### src/rtl/xbar_slave_port.sv
// rtl/xbar_slave_port.sv - master-facing crossbar port: request buffering, address decode, W steering, R/B return arbitration
module xbar_slave_port_fifo #(
    parameter int WIDTH = 8,
    parameter int DEPTH = 8
) (
    input  logic             clk,
    input  logic             resetn,
    input  logic             push,
    input  logic [WIDTH-1:0] push_data,
    input  logic             pop,
    output logic [WIDTH-1:0] pop_data,
    output logic             empty,
    output logic             full
);
    localparam int AW = $clog2(DEPTH);

    logic [WIDTH-1:0] mem [0:DEPTH-1];
    logic [AW-1:0]    wr_ptr;
    logic [AW-1:0]    rd_ptr;
    logic [AW:0]      count;
    logic             do_push;
    logic             do_pop;

    assign do_push  = push & ~full;
    assign do_pop   = pop & ~empty;
    assign empty    = (count == '0);
    assign full     = (count == (AW+1)'(DEPTH));
    assign pop_data = mem[rd_ptr];

    always_ff @(posedge clk) begin
        if (do_push) begin
            mem[wr_ptr] <= push_data;
        end
    end

    always_ff @(posedge clk) begin
        if (!resetn) begin
            wr_ptr <= '0;
            rd_ptr <= '0;
            count  <= '0;
        end else begin
            if (do_push) begin
                wr_ptr <= wr_ptr + 1'b1;
            end
            if (do_pop) begin
                rd_ptr <= rd_ptr + 1'b1;
            end
            count <= count + (AW+1)'(do_push) - (AW+1)'(do_pop);
        end
    end
endmodule

module xbar_slave_port_rr #(
    parameter int N = 2,
    parameter int W = 1
) (
    input  logic         clk,
    input  logic         resetn,
    input  logic [0:N-1] cand,
    input  logic         sink_ready,
    input  logic         lock_next,
    output logic [W-1:0] gnt,
    output logic         accept
);
    logic [W-1:0] ptr;
    logic [W-1:0] lock_slave;
    logic [W-1:0] idx;
    logic         locked;
    logic         found;

    // Search begins one past the last granted slave; a held lock skips the search.
    always_comb begin
        gnt   = ptr;
        found = 1'b0;
        idx   = '0;
        if (locked) begin
            gnt   = lock_slave;
            found = cand[lock_slave];
        end else begin
            for (int i = 1; i <= N; i++) begin
                idx = ptr + W'(i);
                if (!found && cand[idx]) begin
                    gnt   = idx;
                    found = 1'b1;
                end
            end
        end
        accept = found & sink_ready;
    end

    always_ff @(posedge clk) begin
        if (!resetn) begin
            ptr        <= '0;
            lock_slave <= '0;
            locked     <= 1'b0;
        end else if (accept) begin
            ptr        <= gnt;
            lock_slave <= gnt;
            locked     <= lock_next;
        end
    end
endmodule

module xbar_slave_port #(
    parameter int ID_WIDTH           = 4,
    parameter int ADDR_WIDTH         = 32,
    parameter int LEN_WIDTH          = 4,
    parameter int SIZE_WIDTH         = 3,
    parameter int DATA_WIDTH         = 32,
    parameter int STRB_WIDTH         = 4,
    parameter int pending_depth      = 8,
    parameter int masters            = 2,
    parameter int slaves             = 2,
    parameter int i_am_master_number = 0,
    localparam int SW = (slaves > 1) ? $clog2(slaves) : 1,
    localparam int MW = (masters > 1) ? $clog2(masters) : 1
) (
    input  logic                  ACLK,
    input  logic                  ARESETn,
    input  logic [ID_WIDTH-1:0]   ARID,
    input  logic [ADDR_WIDTH-1:0] ARADDR,
    input  logic [LEN_WIDTH-1:0]  ARLEN,
    input  logic [SIZE_WIDTH-1:0] ARSIZE,
    input  logic [1:0]            ARBURST,
    input  logic                  ARVALID,
    output logic                  ARREADY,
    input  logic [ID_WIDTH-1:0]   AWID,
    input  logic [ADDR_WIDTH-1:0] AWADDR,
    input  logic [LEN_WIDTH-1:0]  AWLEN,
    input  logic [SIZE_WIDTH-1:0] AWSIZE,
    input  logic [1:0]            AWBURST,
    input  logic                  AWVALID,
    output logic                  AWREADY,
    input  logic [DATA_WIDTH-1:0] WDATA,
    input  logic [STRB_WIDTH-1:0] WSTRB,
    input  logic                  WLAST,
    input  logic                  WVALID,
    output logic                  WREADY,
    output logic [ID_WIDTH-1:0]   RID,
    output logic [DATA_WIDTH-1:0] RDATA,
    output logic [1:0]            RRESP,
    output logic                  RLAST,
    output logic                  RVALID,
    input  logic                  RREADY,
    output logic [ID_WIDTH-1:0]   BID,
    output logic [1:0]            BRESP,
    output logic                  BVALID,
    input  logic                  BREADY,
    output logic [ID_WIDTH-1:0]   ARID_F,
    output logic [ADDR_WIDTH-1:0] ARADDR_F,
    output logic [LEN_WIDTH-1:0]  ARLEN_F,
    output logic [SIZE_WIDTH-1:0] ARSIZE_F,
    output logic [1:0]            ARBURST_F,
    output logic [ID_WIDTH-1:0]   AWID_F,
    output logic [ADDR_WIDTH-1:0] AWADDR_F,
    output logic [LEN_WIDTH-1:0]  AWLEN_F,
    output logic [SIZE_WIDTH-1:0] AWSIZE_F,
    output logic [1:0]            AWBURST_F,
    output logic [DATA_WIDTH-1:0] WDATA_F,
    output logic [STRB_WIDTH-1:0] WSTRB_F,
    output logic                  WLAST_F,
    output logic                  master_read_addr_fifo_empty,
    output logic [SW-1:0]         read_addr_forward_dest_slave,
    input  logic [0:slaves-1]     slave_read_addr_fifo_full,
    input  logic [MW-1:0]         grant_read_addr_forward_master [0:slaves-1],
    output logic                  master_write_addr_fifo_empty,
    output logic [SW-1:0]         write_addr_forward_dest_slave,
    input  logic [0:slaves-1]     slave_write_addr_fifo_full,
    input  logic [MW-1:0]         grant_write_addr_forward_master [0:slaves-1],
    output logic [0:slaves-1]     master_write_data_fifo_empty,
    input  logic [0:slaves-1]     slave_write_data_fifo_full,
    input  logic [MW-1:0]         write_data_forward_src_master [0:slaves-1],
    input  logic [ID_WIDTH-1:0]   RID_F [0:slaves-1],
    input  logic [DATA_WIDTH-1:0] RDATA_F [0:slaves-1],
    input  logic [1:0]            RRESP_F [0:slaves-1],
    input  logic [0:slaves-1]     RLAST_F,
    input  logic [0:slaves-1]     slave_read_data_fifo_empty,
    input  logic [MW-1:0]         read_data_return_dest_master [0:slaves-1],
    output logic [0:slaves-1]     master_read_data_fifo_full,
    input  logic [ID_WIDTH-1:0]   BID_F [0:slaves-1],
    input  logic [1:0]            BRESP_F [0:slaves-1],
    input  logic [0:slaves-1]     slave_write_resp_fifo_empty,
    input  logic [MW-1:0]         write_resp_return_dest_master [0:slaves-1],
    output logic [0:slaves-1]     master_write_resp_fifo_full
);
    localparam logic [MW-1:0] ME = MW'(i_am_master_number);
    localparam int AXW = SW + ID_WIDTH + ADDR_WIDTH + LEN_WIDTH + SIZE_WIDTH + 2;
    localparam int WW  = DATA_WIDTH + STRB_WIDTH + 1;
    localparam int RW  = ID_WIDTH + DATA_WIDTH + 3;
    localparam int BW  = ID_WIDTH + 2;

    logic [AXW-1:0] ar_head, aw_head;
    logic [WW-1:0]  w_head;
    logic [RW-1:0]  r_head;
    logic [BW-1:0]  b_head;
    logic [SW-1:0]  ar_dest, aw_dest, dq_head;
    logic           ar_empty, ar_full, ar_pop;
    logic           aw_empty, aw_full, aw_pop;
    logic           w_empty, w_full, w_pop;
    logic           dq_empty, dq_full;
    logic           r_empty, r_full, r_accept;
    logic           b_empty, b_full, b_accept;
    logic [SW-1:0]  r_gnt, b_gnt;
    logic [0:slaves-1] w_avail, r_cand, b_cand;

    assign ARREADY = ~ar_full;
    assign AWREADY = ~(aw_full | dq_full);
    assign WREADY  = ~w_full;

    xbar_slave_port_fifo #(.WIDTH(AXW), .DEPTH(pending_depth)) u_ar_fifo (
        .clk(ACLK), .resetn(ARESETn), .push(ARVALID & ARREADY),
        .push_data({ARADDR[ADDR_WIDTH-1 -: SW], ARID, ARADDR, ARLEN, ARSIZE, ARBURST}),
        .pop(ar_pop), .pop_data(ar_head), .empty(ar_empty), .full(ar_full)
    );
    assign {ar_dest, ARID_F, ARADDR_F, ARLEN_F, ARSIZE_F, ARBURST_F} = ar_head;
    assign master_read_addr_fifo_empty  = ar_empty;
    assign read_addr_forward_dest_slave = ar_empty ? '0 : ar_dest;
    assign ar_pop = ~ar_empty & (grant_read_addr_forward_master[ar_dest] == ME)
                  & ~slave_read_addr_fifo_full[ar_dest];

    xbar_slave_port_fifo #(.WIDTH(AXW), .DEPTH(pending_depth)) u_aw_fifo (
        .clk(ACLK), .resetn(ARESETn), .push(AWVALID & AWREADY),
        .push_data({AWADDR[ADDR_WIDTH-1 -: SW], AWID, AWADDR, AWLEN, AWSIZE, AWBURST}),
        .pop(aw_pop), .pop_data(aw_head), .empty(aw_empty), .full(aw_full)
    );
    assign {aw_dest, AWID_F, AWADDR_F, AWLEN_F, AWSIZE_F, AWBURST_F} = aw_head;
    // A forwarded AW must always find room for its destination, so hide the head while the queue is full.
    assign master_write_addr_fifo_empty  = aw_empty | dq_full;
    assign write_addr_forward_dest_slave = aw_empty ? '0 : aw_dest;
    assign aw_pop = ~aw_empty & ~dq_full & (grant_write_addr_forward_master[aw_dest] == ME)
                  & ~slave_write_addr_fifo_full[aw_dest];

    xbar_slave_port_fifo #(.WIDTH(SW), .DEPTH(pending_depth)) u_dest_queue (
        .clk(ACLK), .resetn(ARESETn), .push(aw_pop), .push_data(aw_dest),
        .pop(w_pop & WLAST_F), .pop_data(dq_head), .empty(dq_empty), .full(dq_full)
    );

    xbar_slave_port_fifo #(.WIDTH(WW), .DEPTH(pending_depth)) u_w_fifo (
        .clk(ACLK), .resetn(ARESETn), .push(WVALID & WREADY),
        .push_data({WDATA, WSTRB, WLAST}),
        .pop(w_pop), .pop_data(w_head), .empty(w_empty), .full(w_full)
    );
    assign {WDATA_F, WSTRB_F, WLAST_F} = w_head;

    // W beats follow the oldest forwarded AW that has not yet seen its WLAST.
    always_comb begin
        w_avail = '0;
        for (int s = 0; s < slaves; s++) begin
            w_avail[s] = ~w_empty & ~dq_empty & (dq_head == SW'(s))
                       & (write_data_forward_src_master[s] == ME) & ~slave_write_data_fifo_full[s];
        end
    end
    assign master_write_data_fifo_empty = ~w_avail;
    assign w_pop = |w_avail;

    always_comb begin
        r_cand = '0;
        b_cand = '0;
        master_read_data_fifo_full  = '1;
        master_write_resp_fifo_full = '1;
        for (int s = 0; s < slaves; s++) begin
            r_cand[s] = ~slave_read_data_fifo_empty[s] & (read_data_return_dest_master[s] == ME);
            b_cand[s] = ~slave_write_resp_fifo_empty[s] & (write_resp_return_dest_master[s] == ME);
            master_read_data_fifo_full[s]  = ~(r_accept & (r_gnt == SW'(s)));
            master_write_resp_fifo_full[s] = ~(b_accept & (b_gnt == SW'(s)));
        end
    end

    xbar_slave_port_rr #(.N(slaves), .W(SW)) u_r_arb (
        .clk(ACLK), .resetn(ARESETn), .cand(r_cand), .sink_ready(~r_full),
        .lock_next(~RLAST_F[r_gnt]), .gnt(r_gnt), .accept(r_accept)
    );

    xbar_slave_port_fifo #(.WIDTH(RW), .DEPTH(pending_depth)) u_r_fifo (
        .clk(ACLK), .resetn(ARESETn), .push(r_accept),
        .push_data({RID_F[r_gnt], RDATA_F[r_gnt], RRESP_F[r_gnt], RLAST_F[r_gnt]}),
        .pop(RREADY), .pop_data(r_head), .empty(r_empty), .full(r_full)
    );
    assign {RID, RDATA, RRESP, RLAST} = r_head;
    assign RVALID = ~r_empty;

    xbar_slave_port_rr #(.N(slaves), .W(SW)) u_b_arb (
        .clk(ACLK), .resetn(ARESETn), .cand(b_cand), .sink_ready(~b_full),
        .lock_next(1'b0), .gnt(b_gnt), .accept(b_accept)
    );

    xbar_slave_port_fifo #(.WIDTH(BW), .DEPTH(pending_depth)) u_b_fifo (
        .clk(ACLK), .resetn(ARESETn), .push(b_accept),
        .push_data({BID_F[b_gnt], BRESP_F[b_gnt]}),
        .pop(BREADY), .pop_data(b_head), .empty(b_empty), .full(b_full)
    );
    assign {BID, BRESP} = b_head;
    assign BVALID = ~b_empty;
endmodule

### config.mk
export PLATFORM = sky130hd
export DESIGN_NAME = xbar_slave_port
export DESIGN_NICKNAME = d
export VERILOG_FILES = /design/src/rtl/xbar_slave_port.sv
export SDC_FILE = /design/constraint.sdc
export NUM_CORES = 1
export LEC_CHECK = 0
export BUFFER_PORTS_ARGS = -buffer_cell sky130_fd_sc_hd__buf_2
export CORE_MARGIN = 2
export CORE_UTILIZATION = 62
export CTS_BUF_LIST = sky130_fd_sc_hd__clkbuf_8
export CTS_CLUSTER_SIZE = 14
export DETAILED_ROUTE_END_ITERATION = 8
export PLACE_DENSITY = 0.82
export SYNTH_ARGS = -nofsm -noshare
export SYNTH_HDL_FRONTEND = slang
export SYNTH_HIERARCHICAL = 1
export SYNTH_SLANG_ARGS = --single-unit
### constraint.sdc
create_clock -name ACLK -period 8.7 [get_ports ACLK]
set_input_delay 1.74 -clock ACLK [delete_from_list [all_inputs] [get_ports ACLK]]
set_output_delay 1.74 -clock ACLK [all_outputs]
set_load 0.05 [all_outputs]
==> impl_metrics.env <==
export IMPL_hp_class="flop to flop"
export IMPL_syn_avg_cell_area_um2=22.3
export IMPL_critPathArrivalTime_ps=3820
export IMPL_nFillCells=5383
export IMPL_pwr_share_clk=0.283
export IMPL_maxCapViolations=0
export IMPL_cellPowerDensity_nw_per_um2=274
export IMPL_drt_first_pass_iters=5
export IMPL_rsz0062_at_grt="no"
export IMPL_mappedNetlistArea_um2=58400
export IMPL_drc=0
export IMPL_grt_max_degree=94
export IMPL_cts_buffers=219
export IMPL_die_y_um=311
export IMPL_io_pins=431
export IMPL_ys_seq_area_frac=0.748
export IMPL_skew_ps=48.0
export IMPL_synth_top_area_cell="edfxtp_1"
export IMPL_die_x_um=311
export IMPL_row_count=112
export IMPL_synth_top_cell_area_share=0.720
export IMPL_vias=27700
export IMPL_p_switching_mw=5.56
export IMPL_clk_latency_ps=900
export IMPL_hp_start="u_w_fifo/rd_ptr[1]$_SDFFE_PN0P_"
export IMPL_grt_ovfl_total=0
export IMPL_avgRoutedWirePerCell_um=24.4
export IMPL_switching_share=0.308
export IMPL_core_um2=93300
export IMPL_post_cts_resized=0
export IMPL_leakage_nw=21.9
export IMPL_peakVddDrop_mv=0.276
export IMPL_syn_inst=2615
export IMPL_fmax_ghz=0.180
export IMPL_setup_viol=0
export IMPL_pwr_share_comb=0.231
export IMPL_cp_max_fo=55
export IMPL_gp_congestion=0.752
export IMPL_h_tree_depth=4
export IMPL_cts_num_sinks=1482
export IMPL_synth_area_leaders="edfxtp_1, mux4_2, mux4_1"
export IMPL_synth_fp_nets=2907
export IMPL_slew_headroom=0.225
export IMPL_cts_tree="yes"
export IMPL_portBuffers=430
export IMPL_drt_iter0_drc=2509
export IMPL_min_period_ps=5560
export IMPL_p_int_mw=12.5
export IMPL_pwr_share_seq=0.486
export IMPL_finalCritPeriodShare=0.639
export IMPL_routed_wl_mm=113
export IMPL_ys_seq_elements=1482
export IMPL_ant_nets=0
export IMPL_maxSlewViolCount=0
export IMPL_cp_start_kind="flop"
export IMPL_hold_viol=0
export IMPL_initial_utilization=0.626
export IMPL_syn_to_final_growth_pct=13.0
export IMPL_nNetsFinal=3495
export IMPL_worstSetupEndpointType="output pin"
export IMPL_worstMarginPinSlew_ps=1160
export IMPL_power_total_mw=18.1
export IMPL_cts_hold_buffers=0
export IMPL_die_area_um2=96700
export IMPL_cts_root_buf="clkbuf_8"
export IMPL_synth_cell_types=48
export IMPL_postCtsSetupBuffers=0
export IMPL_status="finished clean"
export IMPL_grt_pass1_vias=29600
export IMPL_hpwlAfterDp_mm=65.3
export IMPL_grt_pass1_wl_mm=171
export IMPL_grt_use_total=0.236
export IMPL_post_route_util=0.707
export IMPL_vias_per_cell=5.96
export IMPL_cts_buffer_depth=3
export IMPL_worstPathRequired_ps=6960
export IMPL_antenna_found_initial=21
export IMPL_fin_setup_tns_ps=0
export IMPL_yosysWarnings=6
export IMPL_criticalPathCategory="flop to output pin"
export IMPL_clkTransAtPathRegs_ps=60
export IMPL_drive_above_1_share=0.367
critical path, cell delays in order (launching register included):
cell and delay, ps:
dfxtp_4 1000, buf_4 690, mux4_1 670, mux2_2 300, buf_2 220
through the flow:
| stage | instances | worst slack, ps | area (um2) | hold WS [ps] |
|---|---|---|---|---|
| final | 4649 | 3140 | 66000 | 494 |
| after global placement | 4235 | 3310 | 62000 | 461 |
| after floorplan | 2615 | 1580 | 58400 | 460 |
| after detailed placement | 4235 | 3180 | 62000 | 488 |
| after global routing | 4645 | 2880 | 66000 | 516 |
| after CTS | 4632 | 3010 | 66000 | 496 |
area by class of cell:
| class | instances | area (um2) | area share |
|---|---|---|---|
| inverters | 40 | 150 | 0.00227 |
| multi-input cells | 980 | 14000 | 0.212 |
| diodes | 16 | 40.0 | 0.000606 |
| clock inverters | 169 | 885 | 0.0134 |
| flip-flops and latches | 1482 | 43700 | 0.662 |
| clock buffers | 228 | 3140 | 0.0475 |
| repair buffers | 480 | 2530 | 0.0383 |
| well taps | 1254 | 1570 | 0.0238 |
power by group through the flow:
stage | logic (mW) | clock network (mW) | registers [mW]
finish | 4.18 | 5.11 | 8.79
global route | 4.41 | 5.51 | 8.84
CTS | 4.21 | 5.23 | 8.79
detailed placement | 4.19 | 0 | 8.94
global placement | 4.08 | 0 | 8.87
floorplan | 3.17 | 0 | 8.82
metal layers:
layer,wire (um),vias to the layer above,GRT usage
met4,3270,18,0.0940
met2,59100,1096,0.404
met1,42400,14200,0.292
met5,117,-,0
li1,-,12200,-
met3,8600,229,0.0580
cell families after synthesis:
group	count (synthesis)	synth area share
buf+inv	153	0.0161
compound gates	60	0.00651
fa+ha+maj	48	0.0111
mux	614	0.195
xor+xnor	12	0.00180
simple gates	245	0.0220
flops	1482	0.748
other cells	1	0.0000642
sequential cells by signal, indices dropped and copies added (netlist names), 4 cells and up, named ones only:
signal / count
u_ar_fifo/mem: 368
u_aw_fifo/mem: 368
u_r_fifo/mem: 312
u_w_fifo/mem: 296
u_b_fifo/mem: 48
u_dest_queue/mem: 8
u_ar_fifo/count: 4
u_aw_fifo/count: 4
u_b_fifo/count: 4
u_dest_queue/count: 4
u_r_fifo/count: 4
u_w_fifo/count: 4
final timing paths:
| kind | to | slack (ps) | cells after the start |
|---|---|---|---|
| min | flop | 490 | 2 |
| max reg2reg | u_aw_fifo/count[2]$_SDFF_PN0_ | 3630 | 12 |
| min reg2reg | flop | 490 | 2 |
| max | ARADDR_F[4] | 3140 | 4 |
synth_stat cells, drive strengths merged:
master   number
conb          1
a21o          6
mux4        350
nor3b         6
dfxtp        82
o22ai         2
nand2b       34
buf          79
or3b          9
and2         19
or3          17
nand3         6
edfxtp     1400
a2111oi       1
or2           1
nor3         24
a21boi       18
nor2b        17
xnor2        12
mux2        219
mux2i        45
nand2        80
fa            6
a211oi        1
nor4          6
ha           42
inv          40
clkbuf       34
and2b         1
a31oi         4
nor2         25
a21oi        12
o21ai        16
cell usage in the layout (no fill, tap or decap), types with 50 or more instances in the layout:
cell type,n
nand2_1,78
dfxtp_1,71
edfxtp_1,1400
clkinv_1,64
mux4_2,220
clkbuf_8,228
mux2_2,199
mux4_1,130
inv_1,111
buf_2,430
buf_4,50
Note: power is estimated with default switching activity, not from simulation.
